==> config.mk <==
export PLATFORM = sky130hd
export DESIGN_NAME = alu_arbiter
export DESIGN_NICKNAME = d
export VERILOG_FILES = /design/src/rtl/alu_arbiter.sv
export SDC_FILE = /design/constraint.sdc
export NUM_CORES = 1
export LEC_CHECK = 0
export CAP_MARGIN = 10
export CORE_AREA = 2 2 55 57
export CTS_BUF_LIST = sky130_fd_sc_hd__clkbuf_4
export CTS_CLUSTER_DIAMETER = 100
export DETAILED_ROUTE_END_ITERATION = 10
export DIE_AREA = 0 0 57 59
export GPL_TIMING_DRIVEN = 0
export PLACE_DENSITY = 0.86
export REMOVE_ABC_BUFFERS = 1
export SLEW_MARGIN = 0
export SYNTH_ARGS = -nofsm -noshare
export SYNTH_HDL_FRONTEND = slang
export SYNTH_SLANG_ARGS = --single-unit
==> constraint.sdc <==
create_clock -name i_clk -period 3 [get_ports i_clk]
set_input_delay 0.3 -clock i_clk [delete_from_list [all_inputs] [get_ports i_clk]]
set_output_delay 0.3 -clock i_clk [all_outputs]
set_load 0.1 [all_outputs]
==> src/rtl/alu_arbiter.sv <==
// -----------------------------------------------------------------------------
// alu_arbiter
//
// Two requesters share one external combinational ALU. The arbiter runs in
// three steps:
//   1. In IDLE it picks a winner (round-robin on a tie) and registers that
//      requester's operands and opcode.
//   2. In EXEC the ALU evaluates the registered operands. Its result and
//      flags are captured at the end of that cycle.
//   3. In RESP the registered result is held until the owning requester
//      acknowledges it.
//
// Ports:
//   i_clk, i_rst              clock, synchronous active-high reset
//   i_req[1:0]                request level per requester
//   i_a0, i_b0, i_op0         requester 0 operands / opcode
//   i_a1, i_b1, i_op1         requester 1 operands / opcode
//   o_gnt[1:0]                one-cycle pulse: operands of requester i captured
//   o_rsp_valid[1:0]          result for requester i is available
//   o_rsp_result, o_rsp_flags registered ALU result and flags {N,Z,C,V}
//   i_rsp_ack[1:0]            requester i consumes its response
//   o_busy                    FSM not in IDLE
//   o_alu_a, o_alu_b, o_alu_op  to the ALU, from the operand registers
//   i_alu_result, i_alu_n/z/c/v from the ALU
// -----------------------------------------------------------------------------
module alu_arbiter #(
    parameter int WIDTH = 4
) (
    input  logic             i_clk,
    input  logic             i_rst,
    input  logic [1:0]       i_req,
    input  logic [WIDTH-1:0] i_a0,
    input  logic [WIDTH-1:0] i_b0,
    input  logic [1:0]       i_op0,
    input  logic [WIDTH-1:0] i_a1,
    input  logic [WIDTH-1:0] i_b1,
    input  logic [1:0]       i_op1,
    output logic [1:0]       o_gnt,
    output logic [1:0]       o_rsp_valid,
    output logic [WIDTH-1:0] o_rsp_result,
    output logic [3:0]       o_rsp_flags,
    input  logic [1:0]       i_rsp_ack,
    output logic             o_busy,
    output logic [WIDTH-1:0] o_alu_a,
    output logic [WIDTH-1:0] o_alu_b,
    output logic [1:0]       o_alu_op,
    input  logic [WIDTH-1:0] i_alu_result,
    input  logic             i_alu_n,
    input  logic             i_alu_z,
    input  logic             i_alu_c,
    input  logic             i_alu_v
);

    typedef enum logic [1:0] {
        S_IDLE = 2'd0,
        S_EXEC = 2'd1,
        S_RESP = 2'd2
    } state_t;

    state_t           r_state;
    state_t           w_next_state;
    logic             r_owner;
    logic             r_last;
    logic [WIDTH-1:0] r_a;
    logic [WIDTH-1:0] r_b;
    logic [1:0]       r_op;
    logic [1:0]       r_gnt;
    logic [1:0]       r_rsp_valid;
    logic [WIDTH-1:0] r_rsp_result;
    logic [3:0]       r_rsp_flags;

    logic             w_win;
    logic             w_winner;
    logic             w_owner_ack;

    // Arbitration: a lone requester wins outright; on a tie the requester
    // that was not served last wins.
    always_comb begin
        w_win    = 1'b0;
        w_winner = 1'b0;
        case (i_req)
            2'b01:   begin w_win = 1'b1; w_winner = 1'b0;    end
            2'b10:   begin w_win = 1'b1; w_winner = 1'b1;    end
            2'b11:   begin w_win = 1'b1; w_winner = ~r_last; end
            default: begin w_win = 1'b0; w_winner = 1'b0;    end
        endcase
    end

    // An ack on the non-owner bit is ignored.
    assign w_owner_ack = i_rsp_ack[r_owner];

    always_comb begin
        w_next_state = r_state;
        case (r_state)
            S_IDLE:  if (w_win) w_next_state = S_EXEC;
            S_EXEC:  w_next_state = S_RESP;
            S_RESP:  if (w_owner_ack) w_next_state = S_IDLE;
            default: w_next_state = S_IDLE;
        endcase
    end

    always_ff @(posedge i_clk) begin
        if (i_rst) begin
            r_state      <= S_IDLE;
            r_owner      <= 1'b0;
            r_last       <= 1'b1;
            r_a          <= '0;
            r_b          <= '0;
            r_op         <= 2'b00;
            r_gnt        <= 2'b00;
            r_rsp_valid  <= 2'b00;
            r_rsp_result <= '0;
            r_rsp_flags  <= 4'b0000;
        end else begin
            r_state <= w_next_state;
            // gnt is a single-cycle pulse coinciding with EXEC.
            r_gnt   <= 2'b00;
            case (r_state)
                S_IDLE: begin
                    if (w_win) begin
                        r_owner <= w_winner;
                        r_a     <= w_winner ? i_a1  : i_a0;
                        r_b     <= w_winner ? i_b1  : i_b0;
                        r_op    <= w_winner ? i_op1 : i_op0;
                        r_gnt   <= w_winner ? 2'b10 : 2'b01;
                    end
                end
                S_EXEC: begin
                    r_rsp_result         <= i_alu_result;
                    r_rsp_flags          <= {i_alu_n, i_alu_z, i_alu_c, i_alu_v};
                    r_rsp_valid[r_owner] <= 1'b1;
                end
                S_RESP: begin
                    if (w_owner_ack) begin
                        r_rsp_valid <= 2'b00;
                        r_last      <= r_owner;
                    end
                end
                default: begin
                    r_rsp_valid <= 2'b00;
                end
            endcase
        end
    end

    assign o_gnt        = r_gnt;
    assign o_rsp_valid  = r_rsp_valid;
    assign o_rsp_result = r_rsp_result;
    assign o_rsp_flags  = r_rsp_flags;
    assign o_busy       = (r_state != S_IDLE);
    assign o_alu_a      = r_a;
    assign o_alu_b      = r_b;
    assign o_alu_op     = r_op;

endmodule

==> Implementation_results.wiki <==
{| class="wikitable"
! Metric !! Value
|-
| Layout Cell Area excl Fill || 0.00174 mm^2
|-
| Via count || 1110
|-
| Depth of the CTS H-tree || 1
|-
| Synth-to-layout area growth || 49.1%
|-
| Vertical extent of the die || 59 um
|-
| Detailed-route wire length on metal 1 || 1120 um
|-
| Clock transition time at the flip-flop clock pins of the worst setup and hold paths || 0.13 ns
|-
| Highest cell delay on the worst timing path || 1.14 ns
|-
| Synth top area share || 44.7%
|-
| Data required time at the worst endpoint || 2.70 ns
|-
| Worst IR drop on VDD || 378 uV
|-
| Type of destination of the critical path || output pin
|-
| First-pass GRT wire length || 4350 um
|-
| Syn Area/Cell || 8.88 um^2
|-
| X dimension of the die || 57 um
|-
| Antenna violations before repair || 0
|-
| Wirelength, routed || 2730 um
|-
| Pin count of the biggest net entering global routing || 27
|-
| Die Area || 0.00336 mm^2
|-
| Final critical-path setup slack || 0.457 ns
|-
| Area of combinational cells with multiple inputs || 586 um^2
|-
| Io pins || 57
|-
| Footprint of the flip-flops and latches || 520 um^2
|-
| CP startpoint kind || flop
|-
| Arrival time of the worst setup path || 2.24 ns
|-
| Total negative slack for setup checks || 0 ns
|-
| Number of violations reported at the end of detailed-routing iteration 0 || 18
|-
| Crit path kind || flop to output pin
|-
| Power density over the cells || 567 mW/mm^2
|-
| #FFs+latches synth || 26
|-
| Layout Skew || 0.00651 ns
|-
| Instance area after placement || 0.00171 mm^2
|-
| Unique cell type count in the Yosys netlist || 25
|-
| List of cells traversed by the critical path || nor2_4 > inv_2 > clkdlybuf4s50_1
|-
| Starting utilization of the core area || 42.9%
|-
| Worst relative slew slack || 26.2%
|-
| End-of-flow core utilization || 64.0%
|-
| Time the final worst path needs with I/O delays and setup || 2.54 ns
|-
| Summed instance area of the synthesized netlist || 0.00116 mm^2
|-
| Setup bufs post-CTS || 0
|-
| Number of inserted filler cells in the final layout || 249
|-
| Top sig layer || met4
|-
| Placed wire-length estimate || 2060 um
|-
| Sequential share of the synthesized area || 44.7%
|-
| Yosys synthesis warning count || 0
|-
| Maximum achievable frequency || 393 MHz
|-
| Standard cell with the maximum stage delay on the critical path || sky130_fd_sc_hd__clkdlybuf4s50_1
|-
| Status || finished clean
|-
| Latest clock arrival within the worst-skew pair || 0.31 ns
|-
| Placeable core region || 0.00271 mm^2
|-
| Average detailed-routed wire length per instance || 12.8 um
|-
| Count of standard-cell rows || 19
|-
| Routability Congestion || 0.794
|-
| Count of buffers from port buffering || 56
|-
| Tcrit/Tclk final || 84.8%
|-
| Hold buffer count at cts || 0
|-
| Max Slew Vio Count || 0
|-
| Post-route antenna net violation count || 0
|-
| Worst hold slack || 0.469 ns
|-
| Most common cell after layout, fill and taps aside || sky130_fd_sc_hd__clkdlybuf4s50_1
|-
| Worst Hold Class || flop to flop
|-
| Clock buffer depth || 2
|-
| CTS resizes || 0
|-
| Setup violations, final || 0
|-
| Number of clock sinks || 26
|-
| Worst-Margin Slew || 1.10 ns
|-
| Largest area contributor in the netlist || sky130_fd_sc_hd__dfxtp_1
|-
| Detailed route wirelength on metal3 || 279 um
|-
| Unrepaired setup endpoints after global routing || false
|-
| Maximum fanout along the worst path || 13
|-
| Buffer type at the clock tree root || sky130_fd_sc_hd__clkbuf_4
|-
| Nets@finish || 217
|-
| Drt pass-1 iters || 4
|-
| Maxcap violations || 0
|-
| Sum of met2 wire segment lengths after detailed routing || 1310 um
|-
| Most area-consuming cells after synthesis || sky130_fd_sc_hd__dfxtp_1 45%, sky130_fd_sc_hd__a311oi_2 13%, sky130_fd_sc_hd__nand2_1 12%
|-
| Number of DRC violations after detailed routing || 0
|-
| Final hold vios || 0
|-
| CTS tree || done
|-
| Cell count after synthesis || 131
|-
| Remaining global-route overflow || 0
|-
| Via count of the first global-routing pass || 1044
|-
| Setup slack at placement || 0.806 ns
|-
| Final antenna diode count || 0
|-
| Number of buffers created by CTS || 3
|-
| Commonest cells after routing, fill and taps aside || 56 x sky130_fd_sc_hd__clkdlybuf4s50_1, 38 x sky130_fd_sc_hd__nand2_1, 26 x sky130_fd_sc_hd__dfxtp_1, 23 x sky130_fd_sc_hd__a21oi_1, 10 x sky130_fd_sc_hd__a311oi_2
|-
| Ratio of cells with drive above 1 in the final layout || 9.34%
|-
| Via-per-instance ratio || 5.21
|-
| R2R Setup Slk || 1.62 ns
|-
| Global-route total usage across every layer || 16.5%
|-
| Leakage power || 0.627 nW
|}
## synthesized netlist by cell type
cell,number
sky130_fd_sc_hd__a21bo_1,1
sky130_fd_sc_hd__a21boi_2,1
sky130_fd_sc_hd__a21oi_1,23
sky130_fd_sc_hd__a2bb2oi_1,1
sky130_fd_sc_hd__a311oi_2,10
sky130_fd_sc_hd__buf_2,4
sky130_fd_sc_hd__buf_4,2
sky130_fd_sc_hd__buf_6,1
sky130_fd_sc_hd__clkbuf_1,2
sky130_fd_sc_hd__dfxtp_1,26
sky130_fd_sc_hd__inv_2,1
sky130_fd_sc_hd__mux2i_1,1
sky130_fd_sc_hd__nand2_1,38
sky130_fd_sc_hd__nand2b_1,1
sky130_fd_sc_hd__nand3_1,2
sky130_fd_sc_hd__nand3b_1,3
sky130_fd_sc_hd__nand4b_1,1
sky130_fd_sc_hd__nor2_1,3
sky130_fd_sc_hd__nor2_4,1
sky130_fd_sc_hd__nor2_8,1
sky130_fd_sc_hd__nor2b_1,3
sky130_fd_sc_hd__nor3_1,2
sky130_fd_sc_hd__o21ai_0,1
sky130_fd_sc_hd__o21bai_1,1
sky130_fd_sc_hd__or2_1,1
## worst max-delay path: cells and delay by family (launching register included)
kind | cells | cell delay [ns]
AND/OR/NAND/NOR | 1 | 0.13
buffers and inverters | 2 | 1.27
flip-flops | 1 | 0.53
## sequential cells by signal, indices dropped and copies added (netlist names)
signal,count
o_rsp_result,4
o_gnt,2
o_rsp_flags,4
r_last,1
o_alu_b,4
o_rsp_valid,2
o_alu_op,2
r_state,2
r_owner,1
o_alu_a,4
## cells by family (layout without fill, tap and decap cells)
kind of cell / Yosys count / count (layout) / synth area share (%)
simple gates: 56 / 56 / 23.0
buf+inv: 10 / 61 / 4.95
flops: 26 / 26 / 44.7
mux: 1 / 1 / 0.860
compound gates: 38 / 38 / 26.5
## metrics by stage
| step | std cells | power, mW |
|---|---|---|
| after floorplan | 122 | 0.716 |
| after global placement | 209 | 0.838 |
| after detailed placement | 209 | 0.846 |
| after CTS | 213 | 0.991 |
| after global routing | 213 | 1.02 |
| final | 213 | 0.983 |
## layer usage
layer | global-route usage (%) | vias up
met5 | 0 | -
met4 | 6.98 | 0
met3 | 5.46 | 2
met2 | 30.0 | 52
met1 | 17.3 | 500
li1 | - | 556
## cell type report
type / instances / area share (%)
Multi-Input combinational cell: 95 / 33.7
Timing Repair Buffer: 56 / 32.3
Sequential cell: 26 / 30.0
Tap cell: 31 / 2.24
Clock buffer: 3 / 1.30
Clock inverter: 1 / 0.216
Inverter: 1 / 0.216
## final timing paths
| kind | depth (start not counted) | start | endpoint |
|---|---|---|---|
| max | 3 | r_state[0] | o_busy |
| min | 2 | o_rsp_flags[0] | o_rsp_flags[0] |
| max reg2reg | 4 | r_state[1] | o_alu_b[3] |
| min reg2reg | 2 | o_rsp_flags[0] | o_rsp_flags[0] |
## report_power, final
| part | switching, mW | internal, mW |
|---|---|---|
| logic | 0.306 | 0.131 |
| registers | 0.0233 | 0.377 |
| clock network | 0.0973 | 0.0486 |
| total | 0.427 | 0.557 |
No activity file was read; power rests on OpenSTA's default activity.
